$ cat src/rtl/rob_commit_if.sv
// Issue/CDB/query/commit bundle between the reorder buffer (slave) and its surrounding pipeline (master).
// ROB_PERF_CNT_EN adds the perf_commits/perf_flushes counter outputs.
interface rob_commit_if #(parameter int TAG_W = 4);
    logic             alloc_valid;
    logic             alloc_has_rd;
    logic [4:0]       alloc_rd;
    logic             alloc_is_br;
    logic             alloc_pred_taken;
    logic             alloc_ready;
    logic [TAG_W-1:0] alloc_tag;

    logic             wb_valid;
    logic [TAG_W-1:0] wb_tag;
    logic [31:0]      wb_value;
    logic             wb_br_taken;
    logic [31:0]      wb_br_target;

    logic [TAG_W-1:0] qry1_tag;
    logic             qry1_ready;
    logic [31:0]      qry1_value;
    logic [TAG_W-1:0] qry2_tag;
    logic             qry2_ready;
    logic [31:0]      qry2_value;

    logic             commit_valid;
    logic [4:0]       commit_rd;
    logic [31:0]      commit_value;
    logic [TAG_W-1:0] commit_tag;
    logic             rf_cur_busy;
    logic [TAG_W-1:0] rf_cur_tag;
    logic             commit_clear_busy;

    logic             clear_flag;
    logic [31:0]      redirect_pc;

`ifdef ROB_PERF_CNT_EN
    logic [31:0]      perf_commits;
    logic [31:0]      perf_flushes;
`endif

    modport master (
`ifdef ROB_PERF_CNT_EN
        input  perf_commits, perf_flushes,
`endif
        output alloc_valid, alloc_has_rd, alloc_rd, alloc_is_br, alloc_pred_taken,
        input  alloc_ready, alloc_tag,
        output wb_valid, wb_tag, wb_value, wb_br_taken, wb_br_target,
        output qry1_tag, qry2_tag,
        input  qry1_ready, qry1_value, qry2_ready, qry2_value,
        input  commit_valid, commit_rd, commit_value, commit_tag, commit_clear_busy,
        output rf_cur_busy, rf_cur_tag,
        input  clear_flag, redirect_pc
    );

    modport slave (
`ifdef ROB_PERF_CNT_EN
        output perf_commits, perf_flushes,
`endif
        input  alloc_valid, alloc_has_rd, alloc_rd, alloc_is_br, alloc_pred_taken,
        output alloc_ready, alloc_tag,
        input  wb_valid, wb_tag, wb_value, wb_br_taken, wb_br_target,
        input  qry1_tag, qry2_tag,
        output qry1_ready, qry1_value, qry2_ready, qry2_value,
        output commit_valid, commit_rd, commit_value, commit_tag, commit_clear_busy,
        input  rf_cur_busy, rf_cur_tag,
        output clear_flag, redirect_pc
    );
endinterface

$ cat src/rtl/rob_commit.sv
// Circular reorder buffer: tag alloc, CDB capture, operand forwarding, in-order retire, registered 1-cycle flush on mispredict.
// Query/commit outputs are combinational; rdy low freezes all state; optional counters under ROB_PERF_CNT_EN.
module rob_commit #(
    parameter int ROB_DEPTH = 16,
    parameter int TAG_W     = 4
) (
    input  logic         clk,
    input  logic         rst_n,
    input  logic         rdy,
    rob_commit_if.slave  bus
);
    typedef struct packed {
        logic        valid;
        logic        ready;
        logic        has_rd;
        logic [4:0]  rd;
        logic        is_br;
        logic        pred_taken;
        logic        br_taken;
        logic [31:0] value;
        logic [31:0] target;
    } entry_t;

    localparam logic [TAG_W:0] FULL = (TAG_W+1)'(ROB_DEPTH);

    entry_t           rob [ROB_DEPTH];
    logic [TAG_W-1:0] head;
    logic [TAG_W-1:0] tail;
    logic [TAG_W:0]   count;
    logic             clear_q;
    logic [31:0]      redirect_q;

    entry_t head_e;
    logic   active;
    logic   do_alloc;
    logic   wb_hit;
    logic   commit;
    logic   mispredict;

    assign head_e     = rob[head];
    assign active     = rdy & ~clear_q;
    assign do_alloc   = bus.alloc_valid & bus.alloc_ready;
    assign wb_hit     = bus.wb_valid & active & rob[bus.wb_tag].valid;
    assign commit     = active & (count != '0) & head_e.valid & head_e.ready;
    assign mispredict = commit & head_e.is_br & (head_e.br_taken != head_e.pred_taken);

    assign bus.alloc_ready       = active & (count != FULL);
    assign bus.alloc_tag         = tail;
    assign bus.commit_valid      = commit;
    assign bus.commit_rd         = head_e.has_rd ? head_e.rd : 5'd0;
    assign bus.commit_value      = head_e.value;
    assign bus.commit_tag        = head;
    // An older tag committing must not clear busy if a younger rename now owns the register.
    assign bus.commit_clear_busy = commit & (bus.commit_rd != 5'd0) & bus.rf_cur_busy
                                   & (bus.rf_cur_tag == head);
    assign bus.clear_flag        = clear_q;
    assign bus.redirect_pc       = redirect_q;

    // Returns {ready, value}; the CDB value wins so a consumer sees a result in its writeback cycle.
    function automatic logic [32:0] lookup(input entry_t e, input logic fwd,
                                           input logic [31:0] wv, input logic blk);
        logic r;
        r = ~blk & e.valid & (e.ready | fwd);
        return {r, r ? (fwd ? wv : e.value) : 32'd0};
    endfunction

    assign {bus.qry1_ready, bus.qry1_value} =
        lookup(rob[bus.qry1_tag], bus.wb_valid & (bus.wb_tag == bus.qry1_tag), bus.wb_value, clear_q);
    assign {bus.qry2_ready, bus.qry2_value} =
        lookup(rob[bus.qry2_tag], bus.wb_valid & (bus.wb_tag == bus.qry2_tag), bus.wb_value, clear_q);

    always_ff @(posedge clk or negedge rst_n) begin
        if (!rst_n) begin
            head       <= '0;
            tail       <= '0;
            count      <= '0;
            clear_q    <= 1'b0;
            redirect_q <= 32'd0;
            for (int i = 0; i < ROB_DEPTH; i++) rob[i] <= '0;
        end else if (rdy) begin
            if (clear_q) begin
                clear_q <= 1'b0;
            end else if (mispredict) begin
                for (int i = 0; i < ROB_DEPTH; i++) rob[i].valid <= 1'b0;
                head       <= '0;
                tail       <= '0;
                count      <= '0;
                clear_q    <= 1'b1;
                redirect_q <= head_e.target;
            end else begin
                if (do_alloc) begin
                    rob[tail] <= '{valid: 1'b1, ready: 1'b0, has_rd: bus.alloc_has_rd,
                                   rd: bus.alloc_rd, is_br: bus.alloc_is_br,
                                   pred_taken: bus.alloc_pred_taken, br_taken: 1'b0,
                                   value: 32'd0, target: 32'd0};
                    tail <= tail + 1'b1;
                end
                if (wb_hit) begin
                    rob[bus.wb_tag].ready    <= 1'b1;
                    rob[bus.wb_tag].value    <= bus.wb_value;
                    rob[bus.wb_tag].br_taken <= bus.wb_br_taken;
                    rob[bus.wb_tag].target   <= bus.wb_br_target;
                end
                // Head and tail slots never coincide when both alloc and commit fire (neither empty nor full).
                if (commit) begin
                    rob[head].valid <= 1'b0;
                    head            <= head + 1'b1;
                end
                case ({do_alloc, commit})
                    2'b10:   count <= count + 1'b1;
                    2'b01:   count <= count - 1'b1;
                    default: count <= count;
                endcase
            end
        end
    end

`ifdef ROB_PERF_CNT_EN
    logic [31:0] perf_commits_q;
    logic [31:0] perf_flushes_q;

    always_ff @(posedge clk or negedge rst_n) begin
        if (!rst_n) begin
            perf_commits_q <= 32'd0;
            perf_flushes_q <= 32'd0;
        end else begin
            if (commit)     perf_commits_q <= perf_commits_q + 32'd1;
            if (mispredict) perf_flushes_q <= perf_flushes_q + 32'd1;
        end
    end

    assign bus.perf_commits = perf_commits_q;
    assign bus.perf_flushes = perf_flushes_q;
`endif
endmodule

$ cat src/flat_wrapper.sv
// flat-port wrapper written by rule: the top's interface ports become plain ports
module rob_commit_flat 
#(
    parameter int ROB_DEPTH = 16,
    parameter int TAG_W     = 4
)
  (clk, rst_n, rdy, bus_alloc_valid, bus_alloc_has_rd, bus_alloc_rd, bus_alloc_is_br, bus_alloc_pred_taken, bus_alloc_ready, bus_alloc_tag, bus_wb_valid, bus_wb_tag, bus_wb_value, bus_wb_br_taken, bus_wb_br_target, bus_qry1_tag, bus_qry2_tag, bus_qry1_ready, bus_qry1_value, bus_qry2_ready, bus_qry2_value, bus_commit_valid, bus_commit_rd, bus_commit_value, bus_commit_tag, bus_commit_clear_busy, bus_rf_cur_busy, bus_rf_cur_tag, bus_clear_flag, bus_redirect_pc);
  rob_commit_if #(.TAG_W(TAG_W)) bus_i ();
  input  logic clk;
  input  logic rst_n;
  input  logic rdy;
  input wire logic [$bits(bus_i.alloc_valid)-1:0] bus_alloc_valid;
  input wire logic [$bits(bus_i.alloc_has_rd)-1:0] bus_alloc_has_rd;
  input wire logic [$bits(bus_i.alloc_rd)-1:0] bus_alloc_rd;
  input wire logic [$bits(bus_i.alloc_is_br)-1:0] bus_alloc_is_br;
  input wire logic [$bits(bus_i.alloc_pred_taken)-1:0] bus_alloc_pred_taken;
  output wire logic [$bits(bus_i.alloc_ready)-1:0] bus_alloc_ready;
  output wire logic [$bits(bus_i.alloc_tag)-1:0] bus_alloc_tag;
  input wire logic [$bits(bus_i.wb_valid)-1:0] bus_wb_valid;
  input wire logic [$bits(bus_i.wb_tag)-1:0] bus_wb_tag;
  input wire logic [$bits(bus_i.wb_value)-1:0] bus_wb_value;
  input wire logic [$bits(bus_i.wb_br_taken)-1:0] bus_wb_br_taken;
  input wire logic [$bits(bus_i.wb_br_target)-1:0] bus_wb_br_target;
  input wire logic [$bits(bus_i.qry1_tag)-1:0] bus_qry1_tag;
  input wire logic [$bits(bus_i.qry2_tag)-1:0] bus_qry2_tag;
  output wire logic [$bits(bus_i.qry1_ready)-1:0] bus_qry1_ready;
  output wire logic [$bits(bus_i.qry1_value)-1:0] bus_qry1_value;
  output wire logic [$bits(bus_i.qry2_ready)-1:0] bus_qry2_ready;
  output wire logic [$bits(bus_i.qry2_value)-1:0] bus_qry2_value;
  output wire logic [$bits(bus_i.commit_valid)-1:0] bus_commit_valid;
  output wire logic [$bits(bus_i.commit_rd)-1:0] bus_commit_rd;
  output wire logic [$bits(bus_i.commit_value)-1:0] bus_commit_value;
  output wire logic [$bits(bus_i.commit_tag)-1:0] bus_commit_tag;
  output wire logic [$bits(bus_i.commit_clear_busy)-1:0] bus_commit_clear_busy;
  input wire logic [$bits(bus_i.rf_cur_busy)-1:0] bus_rf_cur_busy;
  input wire logic [$bits(bus_i.rf_cur_tag)-1:0] bus_rf_cur_tag;
  output wire logic [$bits(bus_i.clear_flag)-1:0] bus_clear_flag;
  output wire logic [$bits(bus_i.redirect_pc)-1:0] bus_redirect_pc;
  assign bus_i.alloc_valid = bus_alloc_valid;
  assign bus_i.alloc_has_rd = bus_alloc_has_rd;
  assign bus_i.alloc_rd = bus_alloc_rd;
  assign bus_i.alloc_is_br = bus_alloc_is_br;
  assign bus_i.alloc_pred_taken = bus_alloc_pred_taken;
  assign bus_alloc_ready = bus_i.alloc_ready;
  assign bus_alloc_tag = bus_i.alloc_tag;
  assign bus_i.wb_valid = bus_wb_valid;
  assign bus_i.wb_tag = bus_wb_tag;
  assign bus_i.wb_value = bus_wb_value;
  assign bus_i.wb_br_taken = bus_wb_br_taken;
  assign bus_i.wb_br_target = bus_wb_br_target;
  assign bus_i.qry1_tag = bus_qry1_tag;
  assign bus_i.qry2_tag = bus_qry2_tag;
  assign bus_qry1_ready = bus_i.qry1_ready;
  assign bus_qry1_value = bus_i.qry1_value;
  assign bus_qry2_ready = bus_i.qry2_ready;
  assign bus_qry2_value = bus_i.qry2_value;
  assign bus_commit_valid = bus_i.commit_valid;
  assign bus_commit_rd = bus_i.commit_rd;
  assign bus_commit_value = bus_i.commit_value;
  assign bus_commit_tag = bus_i.commit_tag;
  assign bus_commit_clear_busy = bus_i.commit_clear_busy;
  assign bus_i.rf_cur_busy = bus_rf_cur_busy;
  assign bus_i.rf_cur_tag = bus_rf_cur_tag;
  assign bus_clear_flag = bus_i.clear_flag;
  assign bus_redirect_pc = bus_i.redirect_pc;
  rob_commit #(.ROB_DEPTH(ROB_DEPTH), .TAG_W(TAG_W)) u_core (.clk(clk), .rst_n(rst_n), .rdy(rdy), .bus(bus_i));
endmodule
$ cat config.mk
export PLATFORM = sky130hd
export DESIGN_NAME = rob_commit_flat
export DESIGN_NICKNAME = d
export VERILOG_FILES = /design/src/rtl/rob_commit_if.sv /design/src/rtl/rob_commit.sv /design/src/flat_wrapper.sv
export SDC_FILE = /design/constraint.sdc
export NUM_CORES = 2
export LEC_CHECK = 0
export CORE_AREA = 2 2 445 447
export CTS_CLUSTER_SIZE = 30
export DETAILED_ROUTE_END_ITERATION = 12
export DIE_AREA = 0 0 447 449
export DONT_BUFFER_PORTS = 1
export PLACE_DENSITY = 0.62
export SETUP_SLACK_MARGIN = 0.1
export SYNTH_ARGS = -nofsm -noshare
export SYNTH_HDL_FRONTEND = slang
export SYNTH_SLANG_ARGS = --single-unit
$ cat constraint.sdc
create_clock -name clk -period 3.55 [get_ports clk]
set_input_delay 0.1775 -clock clk [delete_from_list [all_inputs] [get_ports clk]]
set_output_delay 0.1775 -clock clk [all_outputs]
set_load 0.05 [all_outputs]
==> flow_summary.json <==
{
  "status": "finished clean",
  "synthArstFlopShare": 1.00,
  "synth_top_family_by_area": "multiplexers",
  "critPathKind": "reg -> out",
  "p_sw_w": 0.0193,
  "finalHoldViolCount": 0,
  "nNetsFinal": 5095,
  "min_period_ps": 3440,
  "num-fill-cells": 18100,
  "cts_made_buffers": 140,
  "critPathLaunch": "u_core.bus.commit_tag[1]",
  "synthToLayoutAreaGrowth_pct": 15.6,
  "antenna_found_initial": 30,
  "layout_worst_path_cycle_share": 0.968,
  "max_slew_margin": 0.130,
  "crit_end": "bus_commit_value[11]",
  "initialDrtViolationCount": 7905,
  "ys_ff_latch": 1246,
  "max_freq_mhz": 291,
  "drive_gt1_frac": 0.285,
  "routed_via_density": 6.95,
  "synth_edf_count": 0,
  "synth_fa_ha_area_frac": 0.00201,
  "synth_top_area_cell": "dfrtp_1",
  "peakVddDrop_v": 0.000499,
  "synth.area.top_cells": "dfrtp_1 (46%), mux4_2 (23%), a2bb2oi_1 (10%)",
  "via_count": 53900,
  "clkTransAtPathRegs_ps": 60,
  "routed_wl_microns": 275000,
  "worstMarginPinSlew_ps": 1310,
  "hp-class": "in -> reg",
  "end_kind": "primary output",
  "hpwl_microns": 142000,
  "cellPowerDensity_mw_per_mm2": 733,
  "clkSinkCount": 1246,
  "yosysUniqueCellTypes": 56,
  "wire_per_inst_microns": 35.5,
  "grt_max_degree": 243,
  "dieArea_sq_mm": 0.201,
  "synth_flop_cell": "dfrtp_1",
  "whs_ps": 59.5,
  "core-area_sq_mm": 0.196,
  "ff2ff_setup_slack_ps": 170,
  "worstSkewPairLatency_ps": 820,
  "synthMuxAreaShare": 0.262,
  "syn_inst": 5195,
  "cts-root-buf": "clkbuf_16",
  "combPwrFrac": 0.346,
  "crit_required_ps": 3370,
  "rsz0062_at_grt": "true",
  "clock_path_buffers": 3,
  "rows": 163,
  "synth-simple-area-share": 0.0194,
  "utilization": 0.403,
  "crit_arrival_ps": 3260,
  "final-seq-area_sq_mm": 0.0312,
  "synth_top_cell_area_share": 0.456,
  "grt_pass1_wl_microns": 398000,
  "crit_fanout": 51,
  "ys_seq_area_frac": 0.456,
  "r2r_cells": 10,
  "detail-route-antenna-nets": 0,
  "io_buffer_count": 0,
  "syn_area_sq_mm": 0.0683,
  "gp_congestion": 0.860,
  "cts_tree": "done",
  "p_leak_nw": 33.3,
  "multi_input_area_sq_mm": 0.0344,
  "start_util": 0.348,
  "p_int_w": 0.0386,
  "finalSetupViolCount": 0,
  "cp-start-kind": "register",
  "grt_pass1_vias": 53800,
  "fp.dieH_microns": 449,
  "cts_max_level": 4,
  "synth-compound-area-share": 0.209,
  "r2r-start": "u_core.bus.commit_tag[0]",
  "yosys_warnings": 0,
  "synth_nets": 5301,
  "avgSynthCellArea_sq_um": 13.1,
  "boundaryPins": 242,
  "p_clk_frac": 0.267,
  "drv_cap": 0,
  "gr-total-overflow": 0,
  "groute.usage.overall": 0.269,
  "drc": 0,
  "synthXorXnorAreaFrac": 0.00271,
  "finalMaxSlewViolations": 0,
  "die_x_microns": 447,
  "fin_skew_ps": 43.9,
  "netSwitchingFraction": 0.334,
  "p_seq_frac": 0.387,
  "drtPass1Iterations": 6
}
final cells by class:
type                    instances  area share
multi-input cells            3195       0.436
flip-flops and latches       1246       0.395
repair buffers                394      0.0643
clock buffers                 206      0.0525
well taps                    2640      0.0418
clock inverters                47     0.00935
inverters                      12    0.000681
diodes                         11    0.000349
cells in the final DEF, fill, tap and decap left out, types with 13 or more instances in the layout:
cell,netlist,layout
a22o_1,262,262
clkinv_2,0,20
a21o_1,18,18
a21oi_2,0,15
buf_16,0,15
a2bb2oi_1,780,780
clkbuf_16,0,145
nor2_1,39,38
a311oi_1,16,16
dfrtp_1,1246,1242
mux2_2,98,98
a31oi_4,0,13
mux4_2,710,710
buf_4,84,161
clkbuf_8,0,37
mux2_1,64,64
dlygate4sd3_1,0,84
a21oi_1,72,50
nand2_1,167,150
buf_6,6,20
buf_12,0,100
nand2_4,0,17
clkbuf_1,426,28
o21ai_0,790,789
through the flow:
step           setup WS [ps]  power [W]  area (sq um)  std cells  setup TNS (ps)
2_1_floorplan          -36.9     0.0361         68400       5195           -41.0
3_3_place_gp            -192     0.0403         72100       7364          -48550
3_5_place_dp            -180     0.0409         72100       7364          -31080
4_1_cts                 32.0     0.0574         78600       7729               0
5_1_grt                 63.2     0.0600         79000       7746               0
6_report                 114     0.0579         79000       7751               0
how the worst min path moves through the flow:
| stage | from | end | slack [ps] | depth (start not counted) |
|---|---|---|---|---|
| CTS | bus_wb_tag[2] | u_core.rob[196] | 5 | 4 |
| finish | bus_wb_tag[1] | u_core.rob[823] | 60 | 5 |
| floorplan | rst_n | asynchronous set/reset pin | -120 | 0 |
| detailed placement | rst_n | u_core.bus.redirect_pc[8] | -110 | 0 |
| global placement | rst_n | u_core.bus.redirect_pc[8] | -110 | 0 |
| global route | bus_wb_tag[2] | u_core.rob[193] | 70 | 4 |
routing by layer:
layer / vias to the layer above / global-route usage / routed length (microns)
met3: 983 / 0.0792 / 33700
met4: 16 / 0.144 / 17200
met2: 4298 / 0.409 / 125000
met5: - / 0 / 114
met1: 28300 / 0.346 / 98400
li1: 20200 / - / -
cell usage after synthesis, types with 2 or more instances:
library cell,instances
clkbuf_1,426
a311oi_1,16
xnor2_1,5
xor2_1,13
or2_2,3
o211ai_1,3
mux2_1,64
o22ai_1,6
ha_1,11
nand3b_1,3
o21ai_0,790
o21a_1,3
nand3_1,15
a2bb2oi_1,780
a21oi_1,72
buf_4,84
a31oi_2,10
buf_6,6
a22o_1,262
nand2b_1,4
buf_2,131
nand4_1,4
inv_1,11
mux2_2,98
o21ai_4,10
nor2b_1,9
nor2_1,39
and3_1,13
mux4_2,710
nor3_1,11
and4_1,2
nor4_1,6
a31oi_1,4
dfrtp_1,1246
a211oi_1,2
buf_1,95
mux2i_1,5
and2_1,12
a22oi_1,5
nand2_1,167
o21ai_2,6
a21o_1,18
nand2_2,2
power groups by stage:
stage / registers [W] / logic (W) / clock network (W)
2_1_floorplan: 0.0213 / 0.0148 / 0
3_3_place_gp: 0.0220 / 0.0183 / 0
3_5_place_dp: 0.0223 / 0.0186 / 0
4_1_cts: 0.0222 / 0.0197 / 0.0156
5_1_grt: 0.0229 / 0.0210 / 0.0162
6_report: 0.0224 / 0.0200 / 0.0155
cells by family (layout without fill, tap and decap cells):
group	Yosys count	in the layout
AND/OR/NAND/NOR	296	296
AO/OA/AOI/OAI	1992	1992
flip-flops	1246	1246
adder cells (fa/ha/maj)	11	11
buffers and inverters	754	659
XOR/XNOR	19	19
multiplexers	877	877
other	0	11
worst max-delay path, stage by stage, from the launching register on:
cell     delay, ps
dfrtp_4        570
buf_4          240
buf_8          440
mux4_2         410
mux4_2         690
what timing repair did:
item / CTS / global route
setup endpoints to repair: 974 / 586
cloned: 11 / 3
gates resized for setup: 32 / 54
hold endpoints to repair: 1620 / 0
hold buffers: 93 / 0
buffers inserted: 8 / 8
pin swaps: 6 / 4
Power figures use the tool's default switching activity.
